===== src/rtl/bcd_to_bin_seq.sv =====
// Sequential packed-BCD to unsigned binary converter: one multiply-by-ten-and-add
// step per clock, most-significant digit first, with a start/busy/done handshake.
module bcd_to_bin_seq #(
  parameter int DIGITS = 3,
  parameter int BIN_W  = 10
) (
  input  logic                  clk,
  input  logic                  rst,
  input  logic                  start,
  input  logic [4*DIGITS-1:0]   bcd_in,
  output logic                  busy,
  output logic                  done,
  output logic [BIN_W-1:0]      bin_out,
  output logic                  err
);

  // One spare bit beyond 4*DIGITS keeps even all-0xF digit strings from wrapping.
  localparam int ACC_W = 4 * DIGITS + 1;
  localparam int IDX_W = (DIGITS > 1) ? $clog2(DIGITS) : 1;
  localparam logic [IDX_W-1:0] IDX_LAST = IDX_W'(DIGITS - 1);

  typedef enum logic [1:0] {
    S_IDLE = 2'd0,
    S_CONV = 2'd1,
    S_DONE = 2'd2
  } state_t;

  state_t              state_q, state_d;
  logic [4*DIGITS-1:0] bcd_q, bcd_d;
  logic [ACC_W-1:0]    acc_q, acc_d;
  logic [IDX_W-1:0]    idx_q, idx_d;
  logic                bad_q, bad_d;
  logic                busy_q, busy_d;
  logic                done_q, done_d;
  logic                err_q, err_d;
  logic [BIN_W-1:0]    bin_q, bin_d;

  logic [3:0]            digit_s;
  logic [ACC_W-1:0]      step_acc_s;
  logic                  step_bad_s;
  logic [ACC_W+BIN_W-1:0] acc_ext_s;
  logic                  ovf_s;

  // Datapath for one conversion step and the range check on its result.
  always_comb begin
    digit_s    = bcd_q[{idx_q, 2'b00} +: 4];
    step_acc_s = (acc_q << 3'd3) + (acc_q << 3'd1) + {{(ACC_W-4){1'b0}}, digit_s};
    step_bad_s = bad_q | (digit_s > 4'd9);
    acc_ext_s  = {{BIN_W{1'b0}}, step_acc_s};
    ovf_s      = (acc_ext_s > {{ACC_W{1'b0}}, {BIN_W{1'b1}}});
  end

  // Next-state and registered-output logic.
  always_comb begin
    state_d = state_q;
    bcd_d   = bcd_q;
    acc_d   = acc_q;
    idx_d   = idx_q;
    bad_d   = bad_q;
    busy_d  = busy_q;
    done_d  = 1'b0;
    err_d   = err_q;
    bin_d   = bin_q;
    case (state_q)
      S_IDLE: begin
        if (start) begin
          bcd_d   = bcd_in;
          acc_d   = {ACC_W{1'b0}};
          idx_d   = IDX_LAST;
          bad_d   = 1'b0;
          busy_d  = 1'b1;
          state_d = S_CONV;
        end else begin
          state_d = S_IDLE;
        end
      end
      S_CONV: begin
        acc_d = step_acc_s;
        bad_d = step_bad_s;
        idx_d = idx_q - {{(IDX_W-1){1'b0}}, 1'b1};
        if (idx_q == {IDX_W{1'b0}}) begin
          state_d = S_DONE;
          busy_d  = 1'b0;
          done_d  = 1'b1;
          // A bad digit wins over overflow; overflow reports the truncated value.
          if (step_bad_s) begin
            err_d = 1'b1;
            bin_d = {BIN_W{1'b0}};
          end else begin
            err_d = ovf_s;
            bin_d = acc_ext_s[BIN_W-1:0];
          end
        end else begin
          state_d = S_CONV;
        end
      end
      S_DONE: begin
        state_d = S_IDLE;
      end
      default: begin
        state_d = S_IDLE;
        busy_d  = 1'b0;
      end
    endcase
  end

  // State and output registers with synchronous reset.
  always_ff @(posedge clk) begin
    if (rst) begin
      state_q <= S_IDLE;
      bcd_q   <= {(4*DIGITS){1'b0}};
      acc_q   <= {ACC_W{1'b0}};
      idx_q   <= {IDX_W{1'b0}};
      bad_q   <= 1'b0;
      busy_q  <= 1'b0;
      done_q  <= 1'b0;
      err_q   <= 1'b0;
      bin_q   <= {BIN_W{1'b0}};
    end else begin
      state_q <= state_d;
      bcd_q   <= bcd_d;
      acc_q   <= acc_d;
      idx_q   <= idx_d;
      bad_q   <= bad_d;
      busy_q  <= busy_d;
      done_q  <= done_d;
      err_q   <= err_d;
      bin_q   <= bin_d;
    end
  end

  assign busy    = busy_q;
  assign done    = done_q;
  assign err     = err_q;
  assign bin_out = bin_q;

endmodule


===== config.mk =====
export PLATFORM = sky130hd
export DESIGN_NAME = bcd_to_bin_seq
export DESIGN_NICKNAME = d
export VERILOG_FILES = /design/src/rtl/bcd_to_bin_seq.sv
export SDC_FILE = /design/constraint.sdc
export NUM_CORES = 1
export LEC_CHECK = 0
export BUFFER_PORTS_ARGS = -buffer_cell sky130_fd_sc_hd__buf_2
export CAP_MARGIN = 10
export CORE_MARGIN = 1.5
export CORE_UTILIZATION = 40
export CTS_CLUSTER_DIAMETER = 30
export DETAILED_ROUTE_END_ITERATION = 7
export PLACE_DENSITY_LB_ADDON = 0.15
export SETUP_SLACK_MARGIN = 0.05
export SYNTH_ARGS = -nofsm -noshare
export SYNTH_HDL_FRONTEND = slang
export SYNTH_SLANG_ARGS = --single-unit

===== constraint.sdc =====
create_clock -name clk -period 3.4 [get_ports clk]
set_clock_uncertainty 0.2 [all_clocks]
set_input_delay 0.51 -clock clk [delete_from_list [all_inputs] [get_ports clk]]
set_output_delay 0.51 -clock clk [all_outputs]
set_load 0.02 [all_outputs]

After elaboration in Yosys (flattened, before gate mapping)
Index checks and enable logic that the tools add are counted.

Register bits: 42. Input bits: 15. Output and inout bits: 13. Word-level logic and storage cells: 45.

Add/subtract/negate cells: 3. Magnitude comparators: 2. Equal/unequal tests: 4. Shift-type cells: 1. Muxes and demuxes: 15. Bitwise logic cells: 3. Reductions and logical operators: 8.

Operator list (count): 12-bit case mux with 2 select lines (1); 13-bit adder (1); 13-bit by 4-bit adder with 13-bit output (1); 13-bit by 10-bit greater-than comparator with 1-bit output (second input constant) (1); 12-bit 2-to-1 mux (1); 12-bit by 5-bit indexed part select with 4-bit output (1); 10-bit 2-to-1 mux (1); 2-bit case mux with 2 select lines (2); 1-bit 2-to-1 mux (6); 2-bit AND reduction (3); 4-bit greater-than comparator (second input constant) (1); 2-bit logical NOT (2); 2-bit 2-to-1 mux (2); 2-bit inequality test (second input constant) (2); 1-bit case mux with 3 select lines (1); 3-bit AND reduction (1); 2-bit by 1-bit equality test with 1-bit output (second input constant) (1); 2-bit equality test (second input constant) (1); 1-bit NOT (2); 1-bit case mux with 2 select lines (1); 2-bit nonzero test (1); 2-bit OR reduction (1); 2-bit by 1-bit subtractor with 2-bit output (second input constant) (1); 1-bit bitwise OR (1).

Longest topological paths before layout
Gate-level depths: netlist of run 1.

Depth in word-level cells: 4. Gate-level depth with buffers: 13. Depth with buffers taken out: 12.

Least setup slack after synthesis of run 1
Ideal clock, no wire load.

Path type: reg2reg. Start point: register idx_q[1]. End point: register err_q (netlist: err). Setup time: 133 ps. Arrival time: 2716 ps. Data required time: 3067 ps. Setup slack: 352 ps. Cell stages (with the launch flop): 14. Path buffers: 1. Clock period less this slack: 3048 ps. Path through: dfxtp_1 -> buf_4 -> mux2i_1 -> nor2_1 -> a21oi_2 -> fa_1 -> inv_1 -> fa_1 -> a21o_2 -> a2111oi_4 -> a21oi_2 -> xor2_1 -> nor2_2 -> a41oi_2.

Longest elaborated chain between the ends: 4. Elaborated cells on any way between the ends: 8. Those cells by class: add/sub (1); order compare (2); shift (1); mux (1); bitwise (1); reduce/logical (2).

Ends and longest elaborated chain: start: declaration (RTL line 31) `logic [IDX_W-1:0] idx_q, idx_d;`; start signal: assignment (RTL line 113) `idx_q <= {IDX_W{1'b0}};`; start signal: assignment (RTL line 123) `idx_q <= idx_d;`; 12-bit by 5-bit indexed part select with 4-bit output (RTL line 46) `digit_s = bcd_q[{idx_q, 2'b00} +: 4];`; 13-bit by 4-bit adder with 13-bit output / 4-bit greater-than comparator (equally long branches) (RTL line 47, 48); 13-bit by 10-bit greater-than comparator with 1-bit output / 1-bit bitwise OR (equally long branches) (RTL line 50, 48); 1-bit 2-to-1 mux (RTL line 86) `if (step_bad_s) begin`; end signal: assignment (RTL line 127) `err_q <= err_d;`; end: declaration (RTL line 35) `logic err_q, err_d;`.

Parallel ways exist; a longest one is shown, timed or not. A chain may end at the register's enable or synchronous reset.

Final worst setup path of run 1
Ends and elaborated chain as after synthesis.

==> impl_metrics.ini, run 1 <==
[power]
p_clk_share_pct = 32.1
sw_frac_of_total_pct = 28.57
pwr_density_cell_mw_per_mm2 = 386.0
peakVddDrop_mv = 0.2567
p_leak_nw = 1.108
p_seq_share_pct = 53.3
pwr-share-comb_pct = 14.6
p_sw_w = 0.0002835
p_int_w = 0.0007090

[route]
wl_um = 4897
drt-wirelength-per-cell_um = 13.42
via_per_inst = 5.118
detail-route-antenna-nets = 0
drc = 0
via_count = 1868
drt_iter0_drc = 59
first_pass_iters = 4

[synth]
synth_cells = 272
ys_types = 47
synth_area_leader_cell = dfxtp_1
synth_seq_cells = 42
synth_edf_count = 0
synth_top_area_share_pct = 36.42
avgSynthCellArea_um2 = 8.487
async_flop_share_pct = 0
ys_seq_area_share_pct = 36.42
synthesis.nets = 310
netlist_area_mm2 = 0.002308
synthTopCellsByArea = dfxtp_1 (36%), ha_1 (11%), nand2_1 (8.3%)
ys_warn_count = 0
ys.flop_type = dfxtp_1

[floorplanning]
die_h_um = 78.97
dieArea_mm2 = 0.006236
start_util_pct = 41.67
coreArea_mm2 = 0.005540
rows = 27
num_io_pins = 28
die_x_um = 78.97

[grt]
grt_util_all_layers_pct = 17.44
grt_pass1_wl_um = 8562
grt_max_degree = 44
grt-ovfl-total = 0
antenna_found_initial = 0
grt_pass1_vias = 1829

[final_layout]
utilization_pct = 46.41
syn2layout_area_growth_pct = 11.38
finish.instance_area_mm2 = 0.002571
drive_gt1_share_pct = 18.77
multiInputGateArea_mm2 = 0.001373
final_cells = 365
nFillCells = 569
n_antenna_cell = 0
seq_area_um2 = 845.8
fin_nets = 330

[sta]
period_share_pct = 93.84
fmax_ghz = 0.3134
rsz0062_at_grt = false
final_max_slew_viol_count = 0
hold_violations = 0
setup_viol = 0
worstMarginPinSlew_ns = 0.9670
min_period_ns = 3.190
slew_headroom_pct = 35.38
finalSetupTns_ns = 0

[cts]
ctsResizeCount = 0
cts_sinks = 42
cts_tree = yes
clk_pin_slew_worst_paths_ns = 0.08
cts_htree_levels = 2
clock-root-buffer = clkbuf_8
post_cts_buffers = 0
clockBufferDepth = 2
cts_made_buffers = 5
clk_latency_ns = 0.30
cts_hold_buf = 0

[critical_path]
r2r_end = err
crit_family = compound AO/OA/AOI/OAI gates
timing.rr.start = idx_q[1]
ff2ff_path_depth = 12
endpoint = err
ff2ff_setup_slack_ns = 0.21
path_depth = 12
crit_start = idx_q[1]
critPathMaxStageDelay_ns = 0.47
required_ns = 3.35
slowest_stage = fa_1
startpoint_type = register
worstPathMaxFanout = 4
cp.buffers_inverters = 2
path_cells = buf_4 -> nor2b_4 -> a21oi_2 -> fa_1 -> inv_1 -> fa_1 -> a21o_2 -> a2111oi_4 -> a21oi_2 -> xor2_1 -> nor2_2 -> a41oi_2
endpoint_kind = register
critical_path_class = reg -> reg
cp_data_arrival_time_ns = 3.14

[placed_design]
dp.cells = 357
place.detailed.hpwl_um = 3534
placed_area_mm2 = 0.002475
port_buffers = 27
gp_congestion = 0.7961

[hold_path]
hp-class = in -> reg
min_path_cells = 3

[flow_run]
maxCapViolCount = 0

[status]
status = finished, final reports clean
cells in the final DEF (no fill, tap or decap), types with 2 or more instances in the layout:
cell type  instances
a211oi_2           2
a21oi_2            2
nor3_1             2
nand4_1            2
dfxtp_1           40
nand2b_1           2
and3_4             2
ha_1              21
nand3_1           22
buf_2             27
o2bb2ai_1          2
buf_4              2
a21o_1             3
o21ai_0            4
inv_1              7
a21oi_1           38
xor2_1             3
and3_1             2
nor2_1            12
mux2i_1            4
and2_1             3
clkbuf_8           5
fa_1               2
xnor2_1            7
nand2_1           51
flip-flops by register name, indices dropped and copies added, names as in the netlist:
signal and cells:
busy 1, state_q 2, bin_out 10, bcd_q 12, bad_q 1, err 1, done 1, acc_q 12
idx_q 2
stage by stage:
stage               hold WS (ns)  setup slack, ns  power [W]
floorplan                 0.2357           0.3518  0.0006463
global placement          0.2377           0.2477  0.0006843
detailed placement        0.2414           0.1943  0.0006858
CTS                       0.2330           0.1692   0.001006
global route              0.2325          0.05562   0.001054
finish                    0.2440           0.2096  0.0009925
area by class of cell:
class | instances | area share (%)
inverters | 7 | 1.022
multi-input cells | 207 | 53.38
clock buffers | 6 | 2.822
repair buffers | 29 | 5.839
well taps | 72 | 3.504
clock inverters | 2 | 0.5353
flip-flops and latches | 42 | 32.90
synth_stat cells (2+ instances only):
cell type   n
a211oi_2    2
a21o_1      3
a21oi_1    38
a21oi_2     2
and2_1      3
and3_1      2
and3_4      2
buf_2       2
clkbuf_1   12
dfxtp_1    42
fa_1        2
ha_1       21
inv_1       7
mux2i_1     4
nand2_1    51
nand2b_1    2
nand3_1    22
nand4_1     2
nor2_1     12
nor3_1      2
o21ai_0     4
o2bb2ai_1   2
xnor2_1     7
xor2_1      3
worst min-delay path by stage:
stage	from	end	slack, ns
after floorplan	bcd_q[0]	bcd_q[0]	0.24
after global placement	bin_out[0]	bin_out[0]	0.24
after detailed placement	bin_out[6]	bin_out[6]	0.24
after CTS	bcd_in[9]	bcd_q[9]	0.23
after global routing	bcd_in[10]	bcd_q[10]	0.23
final	bcd_in[9]	bcd_q[9]	0.24
layer usage:
metal | global-route usage [%] | part of all wire, %
met5 | 0 | 0
met4 | 5.789 | 0.98
met1 | 24.91 | 53
met2 | 26.58 | 43
met3 | 2.874 | 2.5
worst register-to-register path: stages (launching register included):
cell,delay [ns]
dfxtp_4,0.37
buf_4,0.16
nor2b_4,0.15
a21oi_2,0.09
fa_1,0.47
inv_1,0.06
fa_1,0.45
a21o_2,0.27
a2111oi_4,0.35
a21oi_2,0.10
xor2_1,0.17
nor2_2,0.10
a41oi_2,0.11
logic make-up (layout without fill, tap and decap cells):
group           after synthesis  after routing  synth area share (%)
simple gates                105            105                 21.41
compound gates               65             65                 19.19
fa+ha+maj                    23             23                 13.12
flops                        42             42                 36.42
mux                           4              4                 1.734
xor+xnor                     10             10                 3.794
buf+inv                      23             44                 4.336
power by group through the flow:
| stage | Clock (W) | Combinational [W] | Sequential (W) |
|---|---|---|---|
| floorplan | 0 | 0.000107 | 0.000540 |
| global placement | 0 | 0.000144 | 0.000540 |
| detailed placement | 0 | 0.000146 | 0.000540 |
| CTS | 0.000332 | 0.000146 | 0.000528 |
| global route | 0.000355 | 0.000165 | 0.000533 |
| finish | 0.000319 | 0.000145 | 0.000529 |
Note: power is estimated with default switching activity, not from simulation.
==> run 2: changes to the inputs <==
Settings changed: ABC_AREA set to 1, TNS_END_PERCENT set to 5.
==> impl_metrics.ini, run 2 <==
[status]
status = finished, final reports clean

[power]
p_leak_nw = 1.337
p_int_w = 0.0008117
peakVddDrop_mv = 0.2531
p_seq_share_pct = 46.7
p_sw_w = 0.0003472
pwr-share-comb_pct = 18.4
sw_frac_of_total_pct = 29.96
pwr_density_cell_mw_per_mm2 = 433.8
p_clk_share_pct = 34.9

[synth]
async_flop_share_pct = 0
synthTopCellsByArea = dfxtp_1 (35%), nand2_1 (16%), ha_1 (11%)
ys_warn_count = 0
synthMostInstantiatedCell = nand2_1
netlist_area_mm2 = 0.002371
ys_seq_area_share_pct = 35.46
synth_area_leader_cell = dfxtp_1
avgSynthCellArea_um2 = 6.833
ys.flop_type = dfxtp_1
synth_seq_cells = 42
ys_types = 22
synth_top_area_share_pct = 35.46
synth_cells = 347
synth_edf_count = 0
synthesis.nets = 385
synthTopCellsByCount = nand2_1 (103), dfxtp_1 (42), inv_1 (42), a21oi_1 (35), nor2_1 (34)

[critical_path]
required_ns = 3.44
path_cells = inv_2 -> nand2_1 -> nand2_1 -> a21oi_1 -> inv_1 -> ha_1 -> ha_1 -> fa_1 -> nand2_1 -> nand2_1 -> nand2_1 -> xnor2_1 -> nand4_1 -> a21oi_1
crit_family = adder cells
cp_data_arrival_time_ns = 2.83
critPathMaxStageDelay_ns = 0.44
endpoint_kind = register
crit_top_cell = nand2_1
slowest_stage = fa_1
cp.buffers_inverters = 2
startpoint_type = register
critical_path_class = reg -> reg
worstPathMaxFanout = 7

[sta]
final_max_slew_viol_count = 0
setup_viol = 0
finalSetupTns_ns = 0
setup_slack_ns = 0.6080
hold_violations = 0
rsz0062_at_grt = false
fmax_ghz = 0.3582
min_period_ns = 2.792
period_share_pct = 82.12
worstMarginPinSlew_ns = 0.5700
slew_headroom_pct = 62.00

[final_layout]
drive_gt1_share_pct = 12.06
syn2layout_area_growth_pct = 12.66
nFillCells = 608
layout_commonest_cell = nand2_1
n_antenna_cell = 0
layout_common_cells = nand2_1 (103), inv_1 (42), dfxtp_1 (42)
fin_nets = 410

[floorplanning]
die_h_um = 79.99
rows = 27
start_util_pct = 42.28
die_x_um = 79.99
coreArea_mm2 = 0.005608
num_io_pins = 28
dieArea_mm2 = 0.006398

[route]
drt_iter0_drc = 74
first_pass_iters = 4
drt-wirelength-per-cell_um = 12.10
drc = 0
via_per_inst = 4.775
wl_um = 5386
detail-route-antenna-nets = 0
via_count = 2125

[grt]
grt_pass1_wl_um = 9108
grt_max_degree = 30
grt.met3_usage_pct = 4.571
grt_util_all_layers_pct = 18.62
grtUsageMet1_pct = 25.64
grt_pass1_vias = 1926
top_usage_layer = met2
grt-ovfl-total = 0
use_met2_pct = 27.90
antenna_found_initial = 0

[cts]
cts_made_buffers = 5
cts_tree = yes
clk_pin_slew_worst_paths_ns = 0.08
clockBufferDepth = 2
post_cts_buffers = 0
cts_sinks = 42
clock-root-buffer = clkbuf_8
cts_htree_levels = 2
ctsResizeCount = 0
clk_latency_ns = 0.30
cts_hold_buf = 0

[placed_design]
port_buffers = 27
gp_congestion = 0.8588
dp_slack_ns = 0.6317
place.detailed.hpwl_um = 4094

[hold_path]
hp-class = in -> reg

[flow_run]
maxCapViolCount = 0
## run 2: power groups by stage
stage	combinational, W	sequential (W)	clock, W
3_3_place_gp	0.000213	0.000552	0
3_5_place_dp	0.000213	0.000552	0
6_report	0.000213	0.000541	0.000405
5_1_grt	0.000244	0.000545	0.000437
2_1_floorplan	0.000149	0.000556	0
4_1_cts	0.000214	0.000541	0.000416
## run 2: cell families (layout without fill, tap and decap cells)
group                      after synthesis  in the layout  synth area share [%]
AOI/OAI and AO/OA                       56             56                 12.40
buffers and inverters                   56             82                 9.340
and+or+nand+nor                        167            167                 28.92
xor gates and xnor gates                 3              3                 1.108
adders and majority gates               23             23                 12.77
DFF                                     42             42                 35.46
## run 2: worst min-delay path, delay by kind of cell
family / cells / cell delay (ns)
buf+inv: 1 / 0.08
simple gates: 2 / 0.11
## run 2: area by class of cell
class                           count  area, um^2  share of cell area, %
Tap cell                           72       90.09                  3.372
Timing Repair Buffer               29       150.1                  5.621
Clock buffer                        5       68.82                  2.576
Sequential cell                    42       840.8                  31.48
Inverter                           45       168.9                  6.323
Clock inverter                      3       43.79                  1.639
Multi-Input combinational cell    249        1309                  48.99
## run 2: layer usage
metal / routed length, um / vias to the layer above / share of wire [%]
li1: - / 1161 / -
met1: 2812 / 918 / 52
met2: 2248 / 41 / 42
met3: 262 / 5 / 4.9
met4: 62 / 0 / 1.2
met5: 0 / - / 0
## run 2: worst paths after layout
path	from	endpoint	slack [ns]	depth (start not counted)
min	bcd_in[3]	bcd_q[3]	0.23	3
min reg2reg	bcd_q[0]	bcd_q[0]	0.26	2
max	idx_q[0]	bin_out[6]	0.61	14
max reg2reg	idx_q[0]	bin_out[6]	0.61	14
## run 2: through the flow
stage          cells  util (%)  hold WS [ns]  power [W]  instance area [um^2]
6_report         445     47.64        0.2257   0.001159                  2671
5_1_grt          445     47.64        0.2281   0.001226                  2671
4_1_cts          445     47.64        0.2219   0.001172                  2671
3_5_place_dp     437     45.63        0.2496  0.0007654                  2559
3_3_place_gp     437     45.63        0.2466  0.0007650                  2559
2_1_floorplan    347         -        0.2200  0.0007043                  2371
==> run 3: changes to the inputs <==
Clock period 3.4 ns to 2.9 ns, I/O delays scaled along.
==> impl_metrics.ini, run 3 (synthesis results as in run 2) <==
[sta]
period_share_pct = 92.09
finalSetupTns_ns = 0
fmax_ghz = 0.3745
final_max_slew_viol_count = 0
rsz0062_at_grt = true
min_period_ns = 2.670
slew_headroom_pct = 72.15
hold_violations = 0
setup_viol = 0
worstMarginPinSlew_ns = 0.4173

[status]
status = finished, final reports clean

[critical_path]
startpoint_type = register
cp_data_arrival_time_ns = 2.71
endpoint_kind = register
timing.rr.start = idx_q[0]
ff2ff_setup_slack_ns = 0.23
ff2ff_path_depth = 14
required_ns = 2.94
critical_path_class = reg -> reg
r2r_end = bin_out[5]
worstPathMaxFanout = 6

[cts]
clock-root-buffer = clkbuf_8
cts_tree = yes
clk_latency_ns = 0.30
cts_hold_buf = 0
clk_pin_slew_worst_paths_ns = 0.09
cts_htree_levels = 2
cts_sinks = 42
cts_made_buffers = 5
clockBufferDepth = 2

[hold_path]
hp-class = in -> reg
hp-start = bcd_in[2]
min_path_cells = 3
min_to = bcd_q[2]

[grt]
antenna_found_initial = 0
grt_util_all_layers_pct = 18.77
grt-ovfl-total = 0
grt_pass1_vias = 1892
grt_max_degree = 30
grt_pass1_wl_um = 9252

[final_layout]
drive_gt1_share_pct = 14.06
layout_common_cells = nand2_1 (103), inv_1 (42), dfxtp_1 (41)
layout_commonest_cell = nand2_1
n_antenna_cell = 0
finish.instance_area_mm2 = 0.002696
syn2layout_area_growth_pct = 13.72
fin_nets = 414

[route]
drt_iter0_drc = 113
wl_um = 5462
via_per_inst = 4.855
first_pass_iters = 4
drc = 0
drt-wirelength-per-cell_um = 12.16
via_count = 2180
detail-route-antenna-nets = 0

[placed_design]
place.detailed.hpwl_um = 4091
gp_congestion = 0.8806
placed_area_mm2 = 0.002574
port_buffers = 27

[floorplanning]
num_io_pins = 28
coreArea_mm2 = 0.005608
rows = 27
die_h_um = 79.99
die_x_um = 79.99
dieArea_mm2 = 0.006398
start_util_pct = 42.28

[power]
p_clk_share_pct = 30.9
p_sw_w = 0.0004194
p_seq_share_pct = 49.0
pwr_density_cell_mw_per_mm2 = 479.8
peakVddDrop_mv = 0.2250
sw_frac_of_total_pct = 32.42
pwr-share-comb_pct = 20.0
p_int_w = 0.0008743
p_leak_nw = 1.345

[flow_run]
maxCapViolCount = 0
-- run 3: cell count changes in the layout (fill, tap and decap cells not counted) --
cell        change
fa_2            +1
a21oi_2         +1
buf_4           +4
xnor2_2         +1
xnor2_1         -1
bufinv_16       -1
clkinv_2        -1
fa_1            -1
dfxtp_1         -1
a21oi_1         -1
dfxtp_2         +1
clkinvlp_4      +2
-- run 3: timing repair --
item,CTS,global route
buffers inserted,0,2
gates resized for setup,0,4
hold endpoints to repair,0,0
setup endpoints to repair,0,15
-- run 3: routing by layer --
layer	routed length (um)	global-route usage (%)	up-vias
met5	0	0	-
met4	69	5.690	0
met3	228	3.771	7
met2	2262	25.88	48
met1	2903	28.72	955
li1	-	-	1170
-- run 3: final cells by class --
class | instances | area, um^2
clock buffer | 5 | 68.82
clock inverter | 3 | 23.77
fill | 591 | 2912
inverter | 45 | 168.9
multi-input combinational | 249 | 1323
sequential | 42 | 842.1
tap | 72 | 90.09
timing repair buffer | 33 | 180.2
-- run 3: worst max-delay path, stage by stage (launching register included) --
cell     delay, ns
dfxtp_2       0.36
inv_2         0.10
nand2_2       0.07
inv_1         0.07
nand2_1       0.05
nand2_1       0.09
inv_1         0.06
fa_1          0.47
inv_1         0.06
ha_1          0.30
nand3_1       0.07
nand2_1       0.13
xor2_1        0.31
nand4_1       0.14
a21oi_1       0.13
-- run 3: metrics by stage --
stage	total power [W]	worst slack [ns]	utilization, %	hold WS (ns)	std cells
CTS	0.001305	0.1244	47.55	0.1438	447
global route	0.001380	-0.007718	48.08	0.1538	449
floorplan	0.0008258	0.3124	-	0.2200	347
finish	0.001294	0.2295	48.08	0.1488	449
global placement	0.0009004	0.2035	45.89	0.2468	439
detailed placement	0.0008996	0.1540	45.89	0.2438	439
-- run 3: worst max-delay path by stage --
stage	startpoint	endpoint	slack, ns
floorplan	idx_q[0]	err	0.31
global placement	idx_q[0]	bin_out[6]	0.20
detailed placement	idx_q[0]	bin_out[6]	0.15
CTS	idx_q[0]	bin_out[6]	0.12
global route	idx_q[0]	bin_out[8]	-0.008
finish	idx_q[0]	bin_out[5]	0.23
-- run 3: power groups by stage --
stage	Sequential (W)	Combinational [W]	Clock, W
final	0.000634	0.000259	0.000400
after global placement	0.000648	0.000253	0
after floorplan	0.000651	0.000174	0
after global routing	0.000640	0.000296	0.000445
after CTS	0.000634	0.000253	0.000418
after detailed placement	0.000647	0.000252	0
